<file path="src/rtl/fpga_config_loader.sv">
// rtl/fpga_config_loader.sv - column-wise fabric configuration sequencer
// Serializes host words LSB-first into one column chain at a time, then pulses cset.
module fpga_config_loader #(
  parameter int MX       = 3,
  parameter int WORD_W   = 32,
  parameter int COL_BITS = 1024
) (
  input  logic              clk,
  input  logic              rst,
  input  logic              start,
  input  logic              abort,
  input  logic              word_valid,
  output logic              word_ready,
  input  logic [WORD_W-1:0] word_data,
  output logic [MX-1:0]     col_cen,
  output logic              shift_out,
  output logic              cset,
  output logic              busy,
  output logic              done,
  output logic              aborted
);

  localparam int WPC   = (COL_BITS + WORD_W - 1) / WORD_W;
  localparam int COL_W = (MX > 1) ? $clog2(MX) : 1;
  localparam int WC_W  = (WPC > 1) ? $clog2(WPC) : 1;
  localparam int BC_W  = (WORD_W > 1) ? $clog2(WORD_W) : 1;
  localparam int REM_W = $clog2(COL_BITS + 1);

  localparam logic [COL_W-1:0] COL_LAST = COL_W'(MX - 1);
  localparam logic [BC_W-1:0]  BC_LAST  = BC_W'(WORD_W - 1);
  localparam logic [REM_W-1:0] REM_FULL = REM_W'(COL_BITS);

  typedef enum logic [1:0] {S_IDLE, S_LOAD, S_SHIFT, S_LATCH} state_t;

  state_t             state, state_n;
  logic [COL_W-1:0]   col;
  logic [WC_W-1:0]    wcnt;
  logic [BC_W-1:0]    bcnt;
  logic [WORD_W-1:0]  sreg;
  logic [WORD_W-1:0]  sreg_sh;
  logic [REM_W-1:0]   remaining;
  logic               col_end;
  logic               word_end;
  logic               last_col;

  assign sreg_sh  = sreg >> 1;
  assign col_end  = (remaining == REM_W'(1));
  assign word_end = (bcnt == BC_LAST) || col_end;
  assign last_col = (col == COL_LAST);

  assign word_ready = (state == S_LOAD);
  assign col_cen    = (state == S_SHIFT) ? (MX'(1) << col) : '0;

  always_ff @(posedge clk or posedge rst) begin
    if (rst) state <= S_IDLE;
    else     state <= state_n;
  end

  always_comb begin
    state_n = state;
    case (state)
      S_IDLE:  if (start) state_n = S_LOAD;
      S_LOAD: begin
        if (abort)           state_n = S_IDLE;
        else if (word_valid) state_n = S_SHIFT;
      end
      S_SHIFT: begin
        if (abort)         state_n = S_IDLE;
        else if (col_end)  state_n = last_col ? S_LATCH : S_LOAD;
        else if (word_end) state_n = S_LOAD;
      end
      S_LATCH: state_n = S_IDLE;
      default: state_n = S_IDLE;
    endcase
  end

  always_ff @(posedge clk or posedge rst) begin
    if (rst) begin
      col       <= '0;
      wcnt      <= '0;
      bcnt      <= '0;
      sreg      <= '0;
      remaining <= '0;
      shift_out <= 1'b0;
      cset      <= 1'b0;
      busy      <= 1'b0;
      done      <= 1'b0;
      aborted   <= 1'b0;
    end else begin
      // Outputs are registered off the next state so they switch with col_cen.
      busy      <= (state_n != S_IDLE);
      cset      <= (state_n == S_LATCH);
      shift_out <= 1'b0;
      if (state_n == S_SHIFT)
        shift_out <= (state == S_LOAD) ? word_data[0] : sreg_sh[0];

      case (state)
        S_IDLE: begin
          if (start) begin
            col       <= '0;
            wcnt      <= '0;
            remaining <= REM_FULL;
            done      <= 1'b0;
            aborted   <= 1'b0;
          end
        end
        S_LOAD: begin
          if (abort) begin
            aborted <= 1'b1;
          end else if (word_valid) begin
            sreg <= word_data;
            bcnt <= '0;
          end
        end
        S_SHIFT: begin
          if (abort) begin
            aborted <= 1'b1;
          end else begin
            sreg      <= sreg_sh;
            bcnt      <= bcnt + BC_W'(1);
            remaining <= remaining - REM_W'(1);
            // Leftover high bits of a short final word are simply abandoned here.
            if (col_end) begin
              if (!last_col) begin
                col       <= col + COL_W'(1);
                wcnt      <= '0;
                remaining <= REM_FULL;
              end
            end else if (word_end) begin
              wcnt <= wcnt + WC_W'(1);
            end
          end
        end
        S_LATCH: begin
          if (abort) aborted <= 1'b1;
          else       done    <= 1'b1;
        end
        default: ;
      endcase
    end
  end

endmodule
</file>
<file path="config.mk">
export PLATFORM = sky130hd
export DESIGN_NAME = fpga_config_loader
export DESIGN_NICKNAME = d
export VERILOG_FILES = /design/src/rtl/fpga_config_loader.sv
export SDC_FILE = /design/constraint.sdc
export NUM_CORES = 1
export LEC_CHECK = 0
export ABC_AREA = 1
export BUFFER_PORTS_ARGS = -buffer_cell sky130_fd_sc_hd__buf_4
export CAP_MARGIN = 20
export CORE_MARGIN = 5
export CORE_UTILIZATION = 35
export CTS_CLUSTER_DIAMETER = 120
export CTS_CLUSTER_SIZE = 10
export DETAILED_ROUTE_END_ITERATION = 16
export GPL_TIMING_DRIVEN = 0
export PLACE_DENSITY = 0.59
export SETUP_SLACK_MARGIN = 0.3
export SLEW_MARGIN = 15
export SYNTH_ARGS = -nofsm -noshare
export SYNTH_HDL_FRONTEND = slang
export SYNTH_SLANG_ARGS = --single-unit
</file>
<file path="constraint.sdc">
create_clock -name clk -period 3.8 [get_ports clk]
set_clock_uncertainty 0.15 [all_clocks]
set_input_delay 0.76 -clock clk [delete_from_list [all_inputs] [get_ports clk]]
set_output_delay 0.76 -clock clk [all_outputs]
set_load 0.01 [all_outputs]
</file>
==> key figures, run 1 <==
Status
  – Status: completed

Final layout
  – Commonest non-fill, non-tap cells in the layout: nand2_1, dfrtp_1, inv_1
  – FILL cells: 848
  – Commonest non-fill, non-tap cell in the layout: nand2_1
  – Register Area: 1400 um^2
  – Layout cells sized above 1: 22.0%
  – Area of the multi-input gates: 1210 um^2
  – Post-route cell area: 3520 um^2
  – Antenna cells: 0
  – Post-synthesis to final-layout area growth: 19.9%
  – Nets: 439

Synthesis
  – Syn Inst Count: 343
  – Synth Warn #: 0
  – Synth Net Count: 387
  – Post-Synth XOR/XNOR Area: 1.49%
  – Simple-gate portion of the synthesized area: 19.4%
  – Post-synthesis mux area share: 0%
  – Sequential area share after synthesis: 47.8%
  – Register bit total from synthesis: 56
  – Dominant cell type by area after synthesis: dfrtp_1
  – Synth Area in Compound Gates: 17.3%
  – Area contributors post-synth: dfrtp_1, nand2_1, o211ai_1
  – Synthesized area per cell: 8.55 um^2
  – Largest family of logic cells by synthesized area: simple AND/OR/NAND/NOR gates
  – Adder-Cell Fraction of Synth Area: 2.99%
  – Synthesized cell area: 2930 um^2
  – Area share of the largest cell type after synthesis: 47.8%
  – Synth unique cells: 36

Route
  – Antenna viol nets, final: 0
  – Via count: 2322
  – Post-Route WL: 6250 um
  – Vias per cell: 4.63
  – TritonRoute pass-1 iters: 4
  – WL per Instance: 12.5 um
  – Iteration-0 DRC Markers: 80
  – Post-route DRC violation count: 0

CTS
  – H-Tree Depth: 2
  – TritonCTS Buffers: 5
  – CTS Hold Bufs: 0
  – Clock transition at path regs: 100 ps
  – Post-CTS setup buffers: 0
  – Sink Count: 56
  – CTS tree: built
  – Post_cts resized: 0
  – Clk_lat worst skew: 310 ps
  – Clock Tree Root: clkbuf_8
  – Clock tree buffer depth: 2

Timing
  – Fin crit share: 59.3%
  – Fmax: 0.444 GHz
  – Pins Over Slew Limit: 0
  – Period minus WS final: 2250 ps
  – Final Hold Vio Count: 0
  – RSZ-0062 raised after global routing: no
  – Final setup TNS: 0 ps
  – Slew at the pin with the worst max-slew slack: 678 ps
  – Setup Viol. Count Final: 0
  – Relative slew slack: 54.8%

Global route
  – Vias in the first global route: 2310
  – First-pass GRT wire length: 11000 um
  – Met1 Usage GRT: 18.6%
  – Met3 usage: 2.69%
  – Most used routing layer: met2
  – Met2 Track Usage GR: 20.8%
  – Largest net degree at the start of global routing: 57
  – GRT Total Usage: 13.2%
  – Grt ovf: 0
  – Initial antenna violation count: 0

Pwr
  – Peak supply drop: 0.151 mV
  – Pleak: 1.66 nW
  – Power Dens Cells: 449 nW/um^2

Floorplan
  – Chip height: 102 um
  – Die width: 102 um
  – Ports: 46
  – Core outline area: 8180 um^2
  – Initial Utilization: 35.9%
  – Rows: 33
  – Full die area: 10300 um^2

Worst setup path
  – Arrival time of the worst setup path: 1340 ps
  – Worst R2R Setup Slack: 1960 ps
  – Reg2reg start: remaining[1]$_DFFE_PP0P_
  – Req. time, crit path: 2890 ps
  – Crit path launch: state[0]$_DFF_PP0_
  – R2r endpoint: remaining[8]$_DFFE_PP0P_
  – Worst Setup Start Kind: flop
  – Max FO, Critical Path: 6
  – Critical path capture point type: output port
  – Critical path class: reg2out
  – Worst Reg2Reg Path Length in Cells: 9

Placed design
  – GP Congestion: 0.807
  – HPWL Detailed: 4540 um
  – Count of buffers from port buffering: 45
  – DP Area: 3400 um^2

Flow run
  – Maxcap violations: 0

Min path
  – Hold EP: bcnt[2]$_DFFE_PP0P_
  – Cell count of the worst hold path: 1
  – Worst min-delay path category: reg2reg
  – Min-delay src: bcnt[2]$_DFFE_PP0P_
==> critical path, stage by stage (launching register included) <==
cell and delay, ps:
dfrtp_1 480, inv_1 120, nand2_2 140, nor2_1 160, buf_4 140
==> per-stage QoR <==
| step | worst slack (ps) | hold slack (ps) | total power, mW | instances | util, % |
|---|---|---|---|---|---|
| 2_1_floorplan | 1520 | 296 | 1.09 | 343 | - |
| 5_1_grt | 1440 | 371 | 1.69 | 501 | 43.0 |
| 3_5_place_dp | 1740 | 327 | 1.20 | 493 | 41.6 |
| 4_1_cts | 1520 | 343 | 1.60 | 501 | 43.0 |
| 6_report | 1550 | 343 | 1.58 | 501 | 43.0 |
| 3_3_place_gp | 704 | 327 | 1.19 | 493 | 41.6 |
==> kinds of logic (layout without fill, tap and decap cells) <==
| kind of cell | Yosys count | count (layout) |
|---|---|---|
| flops | 56 | 56 |
| xor+xnor | 5 | 5 |
| compound gates | 80 | 80 |
| fa+ha+maj | 7 | 7 |
| simple gates | 126 | 126 |
| buf+inv | 69 | 122 |
==> Yosys cell counts, drive strengths merged <==
library cell  count
o211ai           30
o31ai             1
o21ai            37
xor2              4
a21oi             1
a22o              1
ha                7
nand4             2
xnor2             1
nand2            73
nor3              1
dfrtp            56
a32o              1
inv              55
buf              14
o21bai            2
nor2             38
a31oi             1
o21a              2
a21boi            1
nor3b             1
nand3            11
o22ai             3
==> power breakdown <==
part | switching (mW) | internal, mW | leakage, nW | total [mW]
clock | 0.201 | 0.195 | 0.0541 | 0.396
combinational | 0.230 | 0.160 | 0.895 | 0.391
sequential | 0.0698 | 0.723 | 0.712 | 0.793
==> registers in the layout, indices dropped and copies added, names as in the netlist, 2 cells and up <==
register and cells:
sreg 31, remaining 11, bcnt 5, state 2, col 2
==> metal layers <==
layer  wire length, um  vias to the layer above
li1                  -                     1207
met2              2940                       32
met1              3030                     1079
met4                72                        0
met3               207                        4
met5                 0                        -
==> worst max-delay path by stage <==
stage / slack [ps] / end / depth (start not counted)
4_1_cts: 1520 / col_cen[2] / 5
3_5_place_dp: 1740 / remaining[6]$_DFFE_PP0P_ / 8
6_report: 1550 / col_cen[2] / 4
3_3_place_gp: 700 / busy$_DFF_PP0_ / 2
2_1_floorplan: 1520 / aborted$_DFFE_PP0P_ / 1
5_1_grt: 1440 / col_cen[2] / 5
==> area by class of cell <==
type	count	area share, %
sequential	56	39.9
multi-input combinational	218	34.4
timing repair buffer	45	9.61
inverter	55	6.01
tap	105	3.74
buffer	14	3.24
clock buffer	5	1.96
clock inverter	3	1.21
Note: power is estimated with default switching activity, not from simulation.
==> run 2: changes to the inputs <==
Clock period 3.8 ns to 2.13 ns, I/O delays scaled along.
==> run 2 against run 1 <==
  * Critical path depth up 1
  * Clock-buffer cell count up 1
  * Flip-flop and latch count unchanged
  * Global-route usage down 0.12 points
  * Sequential power up 79%
  * Combinational power up 95%
  * Sequential share of layout area down 2.1 points
  * Largest cell class unchanged
  * Cell count up 2.6%
==> key figures, run 2 (synthesized netlist as in run 1, its figures left out) <==
Route
  – WL per Instance: 12.9 um (was 12.5 um)
  – Antenna viol nets, final: 0 (unchanged)
  – Post-route DRC violation count: 0 (unchanged)
  – Iteration-0 DRC Markers: 114 (was 80)
  – Post-Route WL: 6650 um (was 6250 um)
  – Via count: 2412 (was 2322)
  – TritonRoute pass-1 iters: 4 (unchanged)
  – Vias per cell: 4.69 (was 4.63)

CTS
  – CTS Hold Bufs: 0 (unchanged)
  – Clock tree buffer depth: 2 (unchanged)
  – TritonCTS Buffers: 5 (unchanged)
  – Clock Tree Root: clkbuf_8 (unchanged)
  – CTS tree: built (unchanged)
  – H-Tree Depth: 2 (unchanged)
  – Clk_lat worst skew: 320 ps (was 310 ps)
  – Clock transition at path regs: 110 ps (was 100 ps)
  – Sink Count: 56 (unchanged)

Placed design
  – Placed Instances: 494 (was 493)
  – GP Congestion: 0.767 (was 0.807)
  – HPWL Detailed: 4610 um (was 4540 um)
  – Count of buffers from port buffering: 45 (unchanged)

Final layout
  – Commonest non-fill, non-tap cell in the layout: nand2_1 (unchanged)
  – Commonest non-fill, non-tap cells in the layout: nand2_1, buf_4, dfrtp_1 (was nand2_1, dfrtp_1, inv_1)
  – Cell Count, Final, Fillers Out: 514 (was 501)
  – Layout cells sized above 1: 30.3% (was 22.0%)
  – Top Registers: sreg x31, remaining x11, bcnt x5 (unchanged)
  – Register Area: 1410 um^2 (was 1400 um^2)
  – Largest register FFs: 31 (unchanged)
  – FILL cells: 823 (was 848)
  – Nets: 452 (was 439)
  – Post-synthesis to final-layout area growth: 26.7% (was 19.9%)
  – Area of the multi-input gates: 1320 um^2 (was 1210 um^2)
  – Top reg by flops: sreg (unchanged)
  – Antenna cells: 0 (unchanged)

Pwr
  – Peak supply drop: 0.297 mV (was 0.151 mV)
  – Pleak: 1.71 nW (was 1.66 nW)
  – Power Dens Cells: 747 nW/um^2 (was 449 nW/um^2)

Floorplan
  – Rows: 33 (unchanged)
  – Ports: 46 (unchanged)
  – Full die area: 10300 um^2 (unchanged)
  – Die width: 102 um (unchanged)
  – Chip height: 102 um (unchanged)
  – Core outline area: 8180 um^2 (unchanged)
  – Initial Utilization: 35.9% (unchanged)

Worst setup path
  – Reg2reg start: state[1]$_DFF_PP0_ (was remaining[1]$_DFFE_PP0P_)
  – Critical path capture point type: output port (unchanged)
  – Crit path launch: col[0]$_DFFE_PP0P_ (was state[0]$_DFF_PP0_)
  – Req. time, crit path: 1550 ps (was 2890 ps)
  – Critical path class: reg2out (unchanged)
  – Critical path's largest stage delay: 460 ps (was 480 ps)
  – Slowest stage cell, crit path: dfrtp_2 (was dfrtp_1)
  – Max FO, Critical Path: 3 (was 6)
  – Cell chain of the critical path: buf_6 -> ha_4 -> inv_2 -> nor2_1 -> buf_4 (was inv_1 -> nand2_2 -> nor2_1 -> buf_4)
  – Arrival time of the worst setup path: 1250 ps (was 1340 ps)
  – Worst Setup Start Kind: flop (unchanged)

Global route
  – Grt ovf: 0 (unchanged)
  – Largest net degree at the start of global routing: 32 (was 57)
  – Initial antenna violation count: 0 (unchanged)
  – First-pass GRT wire length: 10800 um (was 11000 um)
  – Vias in the first global route: 2298 (was 2310)
  – GRT Total Usage: 13.1% (was 13.2%)

Timing
  – Final setup TNS: 0 ps (unchanged)
  – RSZ-0062 raised after global routing: yes (was no)
  – Final Hold Vio Count: 0 (unchanged)
  – Period minus WS final: 1830 ps
  – Relative slew slack: 59.4% (was 54.8%)
  – Setup Viol. Count Final: 0 (unchanged)
  – Fmax: 0.547 GHz
  – Pins Over Slew Limit: 0 (unchanged)
  – Slew at the pin with the worst max-slew slack: 608 ps (was 678 ps)
  – Fin crit share: 85.8%

Flow run
  – Maxcap violations: 0 (unchanged)

Min path
  – Worst min-delay path category: in2async (was reg2reg)

Status
  – Status: completed (unchanged)
==> run 2: final timing paths <==
| path | endpoint | slack, ps | cells past startpoint |
|---|---|---|---|
| worst max-delay path | col_cen[1] | 300 | 5 |
| worst min-delay path | sreg[23]$_DFFE_PP0P_ | 10 | 2 |
| worst max register to register | remaining[6]$_DFFE_PP0P_ | 410 | 8 |
| max in group asynchronous | state[0]$_DFF_PP0_ | 1250 | 3 |
| worst min register to register | bcnt[2]$_DFFE_PP0P_ | 360 | 1 |
| min in group clk | sreg[16]$_DFFE_PP0P_ | 210 | 3 |
==> run 2: where the power goes <==
group / total [mW] / internal, mW / switching, mW
Clock: 0.596 / 0.235 / 0.361
Combinational: 0.761 / 0.320 / 0.441
Sequential: 1.42 / 1.29 / 0.127
==> run 2: worst max-delay path, delay by kind of cell, from the launching register on <==
kind / cells / cell delay (ps)
and+or+nand+nor: 1 / 30
adders and majority gates: 1 / 150
DFF: 1 / 460
buffers and inverters: 3 / 300
==> run 2: per-stage QoR <==
stage	area, um^2	hold WS, ps	util, %	setup WS [ps]	total power [mW]
floorplan	2940	296	-	506	1.94
global placement	3410	325	41.7	284	2.12
detailed placement	3430	328	41.9	250	2.14
CTS	3530	35.9	43.2	255	2.75
global route	3720	54.4	45.5	249	2.97
finish	3720	13.8	45.5	303	2.77
==> run 2: layout make-up <==
cell class,count,area share (%)
clock buffer,6,1.95
multi-input combinational,219,35.4
timing repair buffer,57,11.9
buffer,14,3.06
tap,105,3.53
clock inverter,2,0.438
sequential,56,37.8
inverter,55,5.86
==> run 2: timing repair <==
action	in CTS	in global routing
endpoints found under the setup margin	13	20
gates resized for setup	5	31
pin swaps	0	6
buffers inserted	1	10
gates cloned	0	1
==> run 2: routing by layer <==
| layer | wire, um | vias up | GRT usage [%] |
|---|---|---|---|
| li1 | - | 1243 | - |
| met1 | 3210 | 1125 | 18.1 |
| met2 | 3120 | 38 | 20.8 |
| met3 | 219 | 6 | 2.55 |
| met4 | 97 | 0 | 4.29 |
| met5 | 0 | - | 0 |
==> run 3: changes to the inputs <==
Settings changed: BUFFER_PORTS_ARGS -buffer_cell sky130_fd_sc_hd__buf_4 to unset, DONT_BUFFER_PORTS set to 1, PLACE_DENSITY 0.59 to 0.54.
Clock period 2.13 ns to 2.26 ns, I/O delays scaled along.
==> run 3 against run 2 <==
  * Via count is 7.3% lower
  * Non-clock buffer count down 55
  * Critical path depth fell by 2
  * Routed wire length is 2.6% lower
  * Die area is the same
  * Cell count shrank 11%
  * Clock-buffer cell count shrank 1
  * Power shrank 8.8%
  * Setup slack improved by 70 ps
  * Sequential power fell by 6%
  * Core utilization is 6.1 points lower
  * Critical endpoint is now col_cen[2]
==> key figures, run 3 (synthesized netlist as in run 1, its figures left out) <==
Route
  – Iteration-0 DRC Markers: 100 (was 114)
  – Post-route DRC violation count: 0 (unchanged)
  – Antenna viol nets, final: 0 (unchanged)
  – Post-Route WL: 6470 um (was 6650 um)
  – Via count: 2237 (was 2412)
  – TritonRoute pass-1 iters: 4 (unchanged)
  – WL per Instance: 14.1 um (was 12.9 um)
  – Vias per cell: 4.87 (was 4.69)

Worst setup path
  – Max FO, Critical Path: 6 (was 3)
  – Critical path capture point type: output port (unchanged)
  – Critical path class: reg2out (unchanged)
  – Critical path's largest stage delay: 490 ps (was 460 ps)
  – Req. time, crit path: 1660 ps (was 1550 ps)
  – Worst Setup Start Kind: flop (unchanged)
  – Arrival time of the worst setup path: 1290 ps (was 1250 ps)
  – Worst Reg2Reg Path Length in Cells: 11 (was 8)
  – Worst R2R Setup Slack: 490 ps (was 410 ps)
  – Reg2reg start: remaining[1]$_DFFE_PP0P_ (was state[1]$_DFF_PP0_)
  – Slowest stage cell, crit path: dfrtp_1 (was dfrtp_2)
  – Cell chain of the critical path: inv_1 -> nand2_2 -> nor2_1 (was buf_6 -> ha_4 -> inv_2 -> nor2_1 -> buf_4)
  – R2r endpoint: col[0]$_DFFE_PP0P_ (was remaining[6]$_DFFE_PP0P_)

Final layout
  – Antenna cells: 0 (unchanged)
  – Commonest non-fill, non-tap cells in the layout: nand2_1, dfrtp_1, inv_1 (was nand2_1, buf_4, dfrtp_1)
  – Post-synthesis to final-layout area growth: 9.64% (was 26.7%)
  – Top Registers: sreg x31, remaining x11, bcnt x5 (unchanged)
  – Nets: 397 (was 452)
  – Top reg by flops: sreg (unchanged)
  – FILL cells: 856 (was 823)
  – Layout cells sized above 1: 13.0% (was 30.3%)
  – Commonest non-fill, non-tap cell in the layout: nand2_1 (unchanged)
  – Largest register FFs: 31 (unchanged)
  – Register Area: 1400 um^2 (was 1410 um^2)
  – Area of the multi-input gates: 1240 um^2 (was 1320 um^2)

Timing
  – Fmax: 0.530 GHz
  – Pins Over Slew Limit: 0 (unchanged)
  – RSZ-0062 raised after global routing: yes (unchanged)
  – Slew at the pin with the worst max-slew slack: 614 ps (was 608 ps)
  – Relative slew slack: 59.0% (was 59.4%)
  – Setup Viol. Count Final: 0 (unchanged)
  – Fin worst setup slack: 373 ps (was 303 ps)
  – Fin crit share: 83.5%
  – Final Hold Vio Count: 0 (unchanged)
  – Period minus WS final: 1890 ps
  – Final setup TNS: 0 ps (unchanged)

Floorplan
  – Full die area: 10300 um^2 (unchanged)
  – Rows: 33 (unchanged)
  – Ports: 46 (unchanged)
  – Core outline area: 8180 um^2 (unchanged)
  – Initial Utilization: 35.9% (unchanged)
  – Die width: 102 um (unchanged)
  – Chip height: 102 um (unchanged)

CTS
  – TritonCTS Buffers: 5 (unchanged)
  – H-Tree Depth: 2 (unchanged)
  – Clock transition at path regs: 110 ps (about the same)
  – Post-CTS setup buffers: 0 (was 1)
  – CTS tree: built (unchanged)
  – Sink Count: 56 (unchanged)
  – Clock tree buffer depth: 2 (unchanged)
  – Clock Tree Root: clkbuf_8 (unchanged)
  – Clk_lat worst skew: 310 ps (was 320 ps)

Pwr
  – Peak supply drop: 0.306 mV (was 0.297 mV)
  – Power Dens Cells: 787 nW/um^2 (was 747 nW/um^2)
  – Pleak: 1.45 nW (was 1.71 nW)

Global route
  – Initial antenna violation count: 0 (unchanged)
  – Grt ovf: 0 (unchanged)
  – GRT Total Usage: 13.2% (was 13.1%)
  – First-pass GRT wire length: 10800 um (about the same)
  – Largest net degree at the start of global routing: 32 (unchanged)
  – Vias in the first global route: 2192 (was 2298)

Placed design
  – HPWL Detailed: 4600 um (was 4610 um)
  – GP Congestion: 0.845 (was 0.767)
  – Count of buffers from port buffering: 0 (was 45)
  – Setup WS pre-CTS: 384 ps (was 250 ps)

Min path
  – Hold EP: sreg[31]$_DFFE_PP0P_
  – Cell count of the worst hold path: 2
  – Min-delay src: word_data[31]
  – Worst min-delay path category: in2reg (was in2async)

Status
  – Status: completed (unchanged)

Flow run
  – Maxcap violations: 0 (unchanged)
[run 3: cell count changes in the layout (fill, tap and decap cells not counted), moves of 5 or more]
cell / delta
inv_2: -6
buf_4: -55
inv_1: +8
ha_1: +5
[run 3: power by group]
group / leakage (nW) / internal [mW] / switching (mW)
combinational: 0.690 / 0.234 / 0.382
clock: 0.0445 / 0.221 / 0.351
sequential: 0.712 / 1.22 / 0.127
total: 1.45 / 1.67 / 0.861
[run 3: repair_timing]
action,in CTS,in global routing
gates resized for setup,0,5
setup endpoints to repair,0,12
endpoints found under the hold margin,25,0
hold buffers,1,0
[run 3: worst max-delay path by stage]
stage,start,to,slack [ps],cells past startpoint
after floorplan,remaining[0]$_DFFE_PP0P_,remaining[6]$_DFFE_PP0P_,640,6
after global placement,remaining[1]$_DFFE_PP0P_,remaining[8]$_DFFE_PP0P_,430,9
after detailed placement,remaining[1]$_DFFE_PP0P_,remaining[7]$_DFFE_PP0P_,380,9
after CTS,col[0]$_DFFE_PP0P_,col_cen[2],340,4
after global routing,col[0]$_DFFE_PP0P_,col_cen[2],300,4
final,state[0]$_DFF_PP0_,col_cen[2],370,3
[run 3: stage by stage]
| step | hold WS, ps | total power, mW | cell area [um^2] | util [%] | instances |
|---|---|---|---|---|---|
| floorplan | 296 | 1.83 | 2940 | - | 343 |
| global placement | 326 | 1.95 | 3070 | 37.5 | 448 |
| detailed placement | 285 | 1.96 | 3090 | 37.8 | 449 |
| CTS | 139 | 2.54 | 3190 | 39.0 | 458 |
| global route | 144 | 2.72 | 3220 | 39.3 | 459 |
| finish | 147 | 2.53 | 3220 | 39.3 | 459 |
[run 3: critical path, delay by kind of cell (launching register included)]
family / cells / cell delay, ps
buf+inv: 1 / 120
flops: 1 / 490
simple gates: 2 / 370
[run 3: area by class of cell]
type                            count  area share (%)
Multi-Input combinational cell    219            38.4
Sequential cell                    56            43.6
Clock buffer                        5            2.14
Timing Repair Buffer                2           0.934
Buffer                             14            3.54
Inverter                           55            6.61
Tap cell                          105            4.09
Clock inverter                      3           0.661
[run 3: routing by layer]
metal / part of all wire [%] / track usage, % / up-vias / wire, um
met3: 4.6 / 3.17 / 9 / 297
met2: 47 / 20.8 / 36 / 3020
li1: - / - / 1133 / -
met5: 0 / 0 / - / 0
met1: 47 / 18.0 / 1059 / 3050
met4: 1.5 / 3.68 / 0 / 100
